## config.mk

```make
export PLATFORM = sky130hd
export DESIGN_NAME = riscv_trace_buffer
export DESIGN_NICKNAME = d
export VERILOG_FILES = /design/src/rtl/riscv_dbg_pkg.sv /design/src/rtl/trace_ram.sv /design/src/rtl/riscv_trace_buffer.sv
export SDC_FILE = /design/constraint.sdc
export NUM_CORES = 2
export LEC_CHECK = 0
export ABC_AREA = 1
export CAP_MARGIN = 10
export CORE_MARGIN = 2
export CORE_UTILIZATION = 50
export CTS_CLUSTER_DIAMETER = 60
export DETAILED_ROUTE_END_ITERATION = 10
export PLACE_DENSITY = 0.64
export SETUP_SLACK_MARGIN = 0.05
export SLEW_MARGIN = 20
export SYNTH_ARGS = -nofsm -noshare
export SYNTH_HDL_FRONTEND = slang
export SYNTH_SLANG_ARGS = --single-unit
export TNS_END_PERCENT = 5
```

## constraint.sdc

```tcl
create_clock -name clk -period 19.4 [get_ports clk]
set_input_delay 4.85 -clock clk [delete_from_list [all_inputs] [get_ports clk]]
set_output_delay 4.85 -clock clk [all_outputs]
set_load 0.1 [all_outputs]
```

## src/rtl/riscv_dbg_pkg.sv

```systemverilog
// rtl/riscv_dbg_pkg.sv - shared types and constants for the retirement trace buffer
package riscv_dbg_pkg;

  typedef enum logic [1:0] {
    ST_IDLE  = 2'd0,
    ST_ARMED = 2'd1,
    ST_POST  = 2'd2,
    ST_DONE  = 2'd3
  } trace_state_t;

  localparam logic MODE_STOP_FULL = 1'b0;
  localparam logic MODE_RING_TRIG = 1'b1;

  // One entry packs {regs, instr, pc}
  function automatic int entry_w(input int xlen, input int num_regs);
    return xlen * (2 + num_regs);
  endfunction

endpackage

```

## src/rtl/trace_ram.sv

```systemverilog
// rtl/trace_ram.sv - trace storage, synchronous write, asynchronous read, no reset
module trace_ram #(
  parameter int DEPTH = 16,
  parameter int WIDTH = 192,
  parameter int AW    = $clog2(DEPTH)
) (
  input  logic             clk,
  input  logic             we,
  input  logic [AW-1:0]    waddr,
  input  logic [WIDTH-1:0] wdata,
  input  logic [AW-1:0]    raddr,
  output logic [WIDTH-1:0] rdata
);

  logic [WIDTH-1:0] mem [DEPTH];

  always_ff @(posedge clk) begin
    if (we) begin
      mem[waddr] <= wdata;
    end
  end

  assign rdata = mem[raddr];

endmodule

```

## src/rtl/riscv_trace_buffer.sv

```systemverilog
// rtl/riscv_trace_buffer.sv - retirement trace capture with stop-full and PC-trigger modes
module riscv_trace_buffer
  import riscv_dbg_pkg::*;
#(
  parameter int XLEN       = 32,
  parameter int NUM_REGS   = 4,
  parameter int DEPTH      = 16,
  parameter int POST_DEPTH = 8
) (
  input  logic                     clk,
  input  logic                     reset,
  input  logic [XLEN-1:0]          pc_dbg,
  input  logic [XLEN-1:0]          instr_dbg,
  input  logic [NUM_REGS*XLEN-1:0] regs_dbg,
  input  logic                     arm,
  input  logic                     clear,
  input  logic                     mode,
  input  logic                     trig_en,
  input  logic [XLEN-1:0]          trig_pc,
  output logic                     busy,
  output logic                     triggered,
  output logic                     wrapped,
  output logic                     rd_valid,
  input  logic                     rd_ready,
  output logic [XLEN-1:0]          rd_pc,
  output logic [XLEN-1:0]          rd_instr,
  output logic [NUM_REGS*XLEN-1:0] rd_regs,
  output logic                     rd_last
);

  localparam int AW = $clog2(DEPTH);
  localparam int CW = AW + 1;
  localparam int EW = entry_w(XLEN, NUM_REGS);
  localparam logic [CW-1:0] DEPTH_C = CW'(DEPTH);
  localparam logic [CW-1:0] POST_C  = CW'(POST_DEPTH);
  localparam logic [CW-1:0] ONE_C   = CW'(1);
  localparam logic [AW-1:0] ONE_A   = AW'(1);

  trace_state_t  state, state_n;
  logic          mode_q, mode_n;
  logic [AW-1:0] wr_ptr, wr_ptr_n, rd_ptr, rd_ptr_n;
  logic [CW-1:0] count, count_n, post_cnt, post_cnt_n, rd_left, rd_left_n;
  logic          triggered_n, wrapped_n, first_q, first_n;
  logic [XLEN-1:0] pc_q;
  logic          cap, trig_hit, pop, go_done, we;
  logic [EW-1:0] wdata, rdata;

  assign busy     = (state == ST_ARMED) || (state == ST_POST);
  assign rd_valid = (state == ST_DONE) && (rd_left != '0);
  assign rd_last  = rd_valid && (rd_left == ONE_C);
  assign cap      = busy && (first_q || (pc_dbg != pc_q));
  assign trig_hit = (state == ST_ARMED) && (mode_q == MODE_RING_TRIG) && trig_en && (pc_dbg == trig_pc);
  assign pop      = rd_valid && rd_ready;

  always_comb begin
    state_n     = state;
    mode_n      = mode_q;
    wr_ptr_n    = wr_ptr;
    rd_ptr_n    = rd_ptr;
    count_n     = count;
    post_cnt_n  = post_cnt;
    rd_left_n   = rd_left;
    triggered_n = triggered;
    wrapped_n   = wrapped;
    first_n     = first_q;
    go_done     = 1'b0;
    we          = 1'b0;

    case (state)
      ST_IDLE: begin
        if (arm) begin
          state_n     = ST_ARMED;
          mode_n      = mode;
          wr_ptr_n    = '0;
          count_n     = '0;
          triggered_n = 1'b0;
          wrapped_n   = 1'b0;
          first_n     = 1'b1;
        end
      end
      ST_ARMED, ST_POST: begin
        if (cap) begin
          we       = 1'b1;
          wr_ptr_n = wr_ptr + ONE_A;
          count_n  = (count == DEPTH_C) ? count : count + ONE_C;
          first_n  = 1'b0;
          if (count == DEPTH_C) begin
            wrapped_n = 1'b1;
          end
          if (mode_q == MODE_STOP_FULL) begin
            go_done = (count_n == DEPTH_C);
          end else if (state == ST_POST) begin
            post_cnt_n = post_cnt - ONE_C;
            go_done    = (post_cnt == ONE_C);
          end else if (trig_hit) begin
            triggered_n = 1'b1;
            if (POST_DEPTH == 0) begin
              go_done = 1'b1;
            end else begin
              state_n    = ST_POST;
              post_cnt_n = POST_C;
            end
          end
        end
      end
      ST_DONE: begin
        if (pop) begin
          rd_ptr_n  = rd_ptr + ONE_A;
          rd_left_n = rd_left - ONE_C;
          if (rd_left == ONE_C) begin
            state_n = ST_IDLE;
          end
        end
      end
      default: state_n = ST_IDLE;
    endcase

    // Oldest entry sits count_next slots behind the next write slot
    if (go_done) begin
      state_n   = ST_DONE;
      rd_ptr_n  = wr_ptr_n - count_n[AW-1:0];
      rd_left_n = count_n;
    end

    if (clear) begin
      state_n   = ST_IDLE;
      we        = 1'b0;
      rd_left_n = '0;
    end
  end

  always_ff @(posedge clk or posedge reset) begin
    if (reset) begin
      state     <= ST_IDLE;
      mode_q    <= MODE_STOP_FULL;
      wr_ptr    <= '0;
      rd_ptr    <= '0;
      count     <= '0;
      post_cnt  <= '0;
      rd_left   <= '0;
      triggered <= 1'b0;
      wrapped   <= 1'b0;
      first_q   <= 1'b0;
      pc_q      <= '0;
    end else begin
      state     <= state_n;
      mode_q    <= mode_n;
      wr_ptr    <= wr_ptr_n;
      rd_ptr    <= rd_ptr_n;
      count     <= count_n;
      post_cnt  <= post_cnt_n;
      rd_left   <= rd_left_n;
      triggered <= triggered_n;
      wrapped   <= wrapped_n;
      first_q   <= first_n;
      pc_q      <= pc_dbg;
    end
  end

  assign wdata = {regs_dbg, instr_dbg, pc_dbg};

  trace_ram #(
    .DEPTH (DEPTH),
    .WIDTH (EW),
    .AW    (AW)
  ) u_ram (
    .clk   (clk),
    .we    (we),
    .waddr (wr_ptr),
    .wdata (wdata),
    .raddr (rd_ptr),
    .rdata (rdata)
  );

  assign rd_pc    = rdata[XLEN-1:0];
  assign rd_instr = rdata[2*XLEN-1:XLEN];
  assign rd_regs  = rdata[EW-1:2*XLEN];

endmodule

```

Word level (Yosys, flattened, before mapping)
Memory sizes are Yosys's and may differ from the RTL's.
Cells that the tools add are included.

word-level totals
  register bits after elaboration = 61
  RAM bits = 3,072
  input bits = 231
  output and inout port bits = 197
  logic and storage cells = 113
  memories kept = 1

memory list
  memory     depth  width  read ports  clocked after memory_dff  wr ports  RTL line         source
  u_ram.mem  16     192    1           0                         1         trace_ram.sv:15  logic [WIDTH-1:0] mem [DEPTH];

cells by class
  add/subtract/negate cells = 6
  equality and inequality tests = 22
  multiplexer cells = 47
  reductions and logical operators = 26

operators by type and width
  cell                   number
  $mux W5                9
  $eq A32 B32 Y1         1
  $ne A32 B32 Y1         1
  $ne A4 B4 Y1 const B   6
  $mux W4                5
  $mux W1                18
  $mux W2                9
  $ne A2 B2 Y1 const B   6
  $eq A5 B1 Y1 const B   2
  $eq A5 B5 Y1 const B   2
  $pmux W5 S2            1
  $sub A5 B1 Y5 const B  2
  $add A4 B1 Y4 const B  2
  $pmux W4 S2            1
  $reduce_and A4 Y1      2
  $reduce_bool A2 Y1     4
  $logic_and A1 B1 Y1    7
  $reduce_and A7 Y1      1
  $pmux W1 S2            3
  $pmux W2 S3            1
  $reduce_and A2 Y1      3
  $reduce_and A6 Y1      1
  $reduce_bool A3 Y1     2
  $add A5 B1 Y5 const B  1
  other kinds (9)        11

Logic depth before layout (Yosys ltp)
  depth after elaboration = 11
  depth in mapped cells = 27
  depth with buffers taken out = 27

Hierarchy
From an unflattened synthesis, not the netlist that was laid out.

unflattened totals
  cells, all modules = 12,054
  area total of the unflattened synthesis = 131,902.8 um2

modules (own cells, without submodules)
  module              instances  cells an instance  area an instance (um2)  sequential area each (um2)
  trace_ram           1          11,488             127,654.9               92,248.5
  riscv_trace_buffer  1          566                4,247.8                 1,526.5

Worst setup path after synthesis
OpenSTA, ideal clock, no wires.

  path type = input to register
  from = input pc_dbg[27]
  to = memory u_ram.mem[13][0], enable pin
  library setup time = 980 ps
  arrival time = 18,706 ps
  required time = 18,420 ps
  setup slack = -285 ps
  cell stages on the path = 14
  path buffers = 1
  cell sequence = inv_1 nand2_1 nand2_1 inv_1 nand2_1 nor2_1 nand2_1 nor2_2 nand3_4 nand2_4 nor2_1 inv_1 buf_2 nor3_1

between the ends
  longest elaborated chain between the ends = 8

RTL lines
  item                           RTL line                   source
  start, declared                riscv_trace_buffer.sv:12   input logic [XLEN-1:0] pc_dbg,
  $ne A32 B32 Y1                 riscv_trace_buffer.sv:51   assign cap = busy && (first_q || (pc_dbg != pc_q));
  $logic_or A1 B1 Y1             riscv_trace_buffer.sv:51
  $logic_and A1 B1 Y1            riscv_trace_buffer.sv:51
  $mux W1                        riscv_trace_buffer.sv:82   if (cap) begin
  $mux W1                        riscv_trace_buffer.sv:69   case (state)
  $mux W1                        riscv_trace_buffer.sv:125  if (clear) begin
  $mux W1                        trace_ram.sv:18            if (we) begin
  $mux W1 (implied by the code)  trace_ram.sv:19            mem[waddr] <= wdata;
  end, declared                  trace_ram.sv:15

No other way between the ends.

Final worst setup path
  from = register rd_ptr[0]
  to = output rd_regs[47]

between the ends
  longest elaborated chain between the ends = 1

RTL lines
  item                    RTL line                   source
  start, declared         riscv_trace_buffer.sv:41   logic [AW-1:0] wr_ptr, wr_ptr_n, rd_ptr, rd_ptr_n;
  start signal, assigned  riscv_trace_buffer.sv:149  rd_ptr <= rd_ptr_n;
  $mem_v2 Z16 W192        -
  end, declared           riscv_trace_buffer.sv:27   output logic [NUM_REGS*XLEN-1:0] rd_regs,

No other way between the ends.

==> run_results.csv <==
group,metric,value,unit
route,drt_first_pass_iters,6,
logic_synthesis,netlist_area,121400,um^2
global_route,grt-ovfl-total,0,
sta,timing.final.setup_violations,0,
cts,postCtsHoldBufs,0,
power_and_ir_drop,intPower,12.67,mW
logic_synthesis,synthCells,8924,
setup_path,critPathMaxFanout,102,
power_and_ir_drop,netSwitchingFraction,39.63,%
setup_path,cp_top_family,"buffers and inverters",
cells_and_area,syn_to_final_growth,14.40,%
setup_path,end_kind,"output port",
floorplan,row_count,180,
cells_and_area,final_core_util,57.64,%
setup_path,worst_path_max_delay_cell,"clkdlybuf4s50_1",
cts,cts_max_level,5,
placement,routabilityCongestion,0.8144,
sta,fin_setup_tns,0,ps
logic_synthesis,yosys_warnings,0,
setup_path,worst_path_most_repeated_cell,"buf_4",
logic_synthesis,syn_avg_cell_area,13.61,um^2
setup_path,critPathRequiredTime,14550,ps
worst_hold_path,hp-class,"register to register",
logic_synthesis,syn_nets,9177,
sta,slew_headroom,-15.38,%
route,avgViaCountPerCell,6.106,
sta,period_minus_slack,11960,ps
power_and_ir_drop,comb_power_share,34.3,%
global_route,grt_start_max_net_pins,261,
floorplan,start_util,50.38,%
setup_path,crit_chain,"buf_4, buf_4, buf_4, buf_4, o21ai_0, o221ai_1, nand4_1, nand2_1, clkdlybuf4s50_1",
placement,port_buffers,427,
global_route,grt_pass1_vias,74850,
cts,clkLatencyLatePin,980,ps
route,antenna_left,0,
logic_synthesis,ys_seq_elements,3133,
run_status,outcome,"finished, violations left",
power_and_ir_drop,clkPwrFrac,28.7,%
cts,cts_setup_buffers,0,
floorplan,dieArea,246800,um^2
sta,rsz0062_at_grt,"false",
global_route,grt_use_total,26.90,%
setup_path,cp.arrival,7110,ps
cells_and_area,final_cell_mix,"3,072 x edfxtp_1, 1,625 x nand2_1, 868 x o21ai_0, 811 x nor2_1, 538 x nand3_1",
cts,cts-root-buf,"clkbuf_16",
setup_path,cp_num_buf_inv,5,
logic_synthesis,ys_types,46,
sta,final_hold_viol_count,0,
power_and_ir_drop,switching_power,8.319,mW
route,drcViolationCount,0,
sta,final-max-slew-violation-count,106,
route,drtIter0Drc,9462,
floorplan,die_h,496.8,um
power_and_ir_drop,powerDensity,151.1,nW/um^2
power_and_ir_drop,ir_drop,0.1718,mV
power_and_ir_drop,p_leak,45.10,nW
cts,cts_resized,0,
route,wl,338700,um
sta,finClkSkew,80.87,ps
setup_path,rrSetupSlack,14040,ps
global_route,grt_pass1_wl,491700,um
cells_and_area,nNetsFinal,9469,
sta,clock.fmax,0.08361,GHz
run,maxCapViolCount,0,
cts,cts-buffers-inserted,336,
cells_and_area,final_design_area_no_fill,138900,um^2
global_route,grt_antenna_before_repair,54,
sta,worst_slew_pin_slew,1731,ps
cts,cts_tree,"done",
placement,postPlaceCellArea,128500,um^2
logic_synthesis,ys_seq_area_share,77.24,%
cells_and_area,fillers,18730,
floorplan,io_pins,428,
sta,holdWs,487.3,ps
route,via_count,77420,
setup_path,cp-start-kind,"register",
setup_path,path_class,"register to output port",
floorplan,die_x,496.8,um
placement,hpwl,158700,um
cts,cts.clk_slew.worst_paths,60,ps
cells_and_area,drive_gt1_share,6.762,%
power_and_ir_drop,seq_power_share,37.0,%
run_status,violations,"slew limit",
sta,fin_crit_sh,61.65,%
route,wire_per_inst,26.71,um
cts,clockBufferDepth,4,
power_and_ir_drop,p_total,20.99,mW
cts,clock_sinks,3133,
setup_path,cp_slowest_stage_delay,1190,ps
cells_and_area,final_common_cell,"edfxtp_1",
floorplan,core,241000,um^2
==> worst register-to-register path, stage by stage, from the launching register on <==
cell,delay (ps)
dfrtp_1,430
inv_1,110
ha_1,600
nand2_4,130
nor2_1,170
inv_1,260
nor3_2,620
buf_4,880
buf_4,890
buf_4,820
==> cell families after synthesis <==
| family | Yosys count | share of synthesized area [%] |
|---|---|---|
| simple gates | 3293 | 11.41 |
| fa+ha+maj | 22 | 0.2329 |
| buf+inv | 714 | 2.355 |
| flops | 3133 | 77.24 |
| xor+xnor | 38 | 0.2741 |
| compound gates | 1724 | 8.492 |
==> cell usage after synthesis, drive strengths merged <==
library cell	number	area [um^2]
a21oi	265	1338
a221oi	130	1139
a31oi	3	18.77
buf	172	818.3
clkbuf	426	1599
clkinv	4	16.26
dfrtp	61	1526
edfxtp	3072	92250
fa	1	20.02
ha	21	262.8
inv	112	425.4
nand2	1632	6151
nand3	539	2710
nand3b	2	18.77
nand4	265	1664
nor2	821	3108
nor3	17	90.09
nor3b	4	30.03
nor4	1	6.260
o211ai	6	55.05
o21ai	929	4657
o221ai	254	2225
o22ai	135	863.3
o31ai	2	15.01
or2	12	75.07
xnor2	20	175.2
xor2	18	157.7
==> per-stage QoR <==
| stage | cells | setup WS, ps |
|---|---|---|
| after floorplan | 8924 | -285.5 |
| after global placement | 12060 | 8590 |
| after detailed placement | 12060 | 8516 |
| after CTS | 12650 | 7454 |
| after global routing | 12660 | 7110 |
| final | 12680 | 7440 |
==> worst paths after layout <==
| kind | end | from | depth (start not counted) |
|---|---|---|---|
| max | rd_regs[47] | rd_ptr[0] | 9 |
| min | post_cnt[1] | post_cnt[1] | 2 |
| max reg2reg | u_ram.mem[7][132] | state[1] | 9 |
| min reg2reg | post_cnt[1] | post_cnt[1] | 2 |
| max in group asynchronous | rd_ptr[2] | reset | 3 |
| min in group asynchronous | pc_q[29] | reset | 3 |
==> layer usage <==
layer	track usage [%]	routed length [um]	vias up
li1	-	-	33930
met1	38.20	139000	39190
met2	42.75	159600	3706
met3	4.510	30540	570
met4	8.511	9381	26
met5	0	156	-
==> flip-flops by register name, indices dropped and copies added, names as in the netlist, 2 cells and up <==
register,cells
count,5
post_cnt,5
rd_ptr,4
u_ram.mem,3072
pc_q,32
state,2
wr_ptr,4
rd_left,5
==> power by group through the flow <==
stage	Combinational (mW)	Clock [mW]	Sequential (mW)
after floorplan	4.92	0	7.96
final	7.19	6.03	7.77
after global placement	7.11	0	7.90
after detailed placement	7.17	0	7.91
after CTS	7.19	6.11	7.77
after global routing	7.54	6.37	7.78
==> cell type report <==
| cell class | instances | area [um^2] | area share [%] |
|---|---|---|---|
| inverter | 116 | 494.2 | 0.3558 |
| clock buffer | 431 | 9059 | 6.522 |
| multi-input combinational | 5077 | 24880 | 17.92 |
| tap | 3185 | 3985 | 2.869 |
| clock inverter | 155 | 1194 | 0.8594 |
| sequential | 3133 | 93790 | 67.52 |
| timing repair buffer | 552 | 5416 | 3.900 |
| antenna | 30 | 75.07 | 0.05405 |
Power figures use the tool's default switching activity.
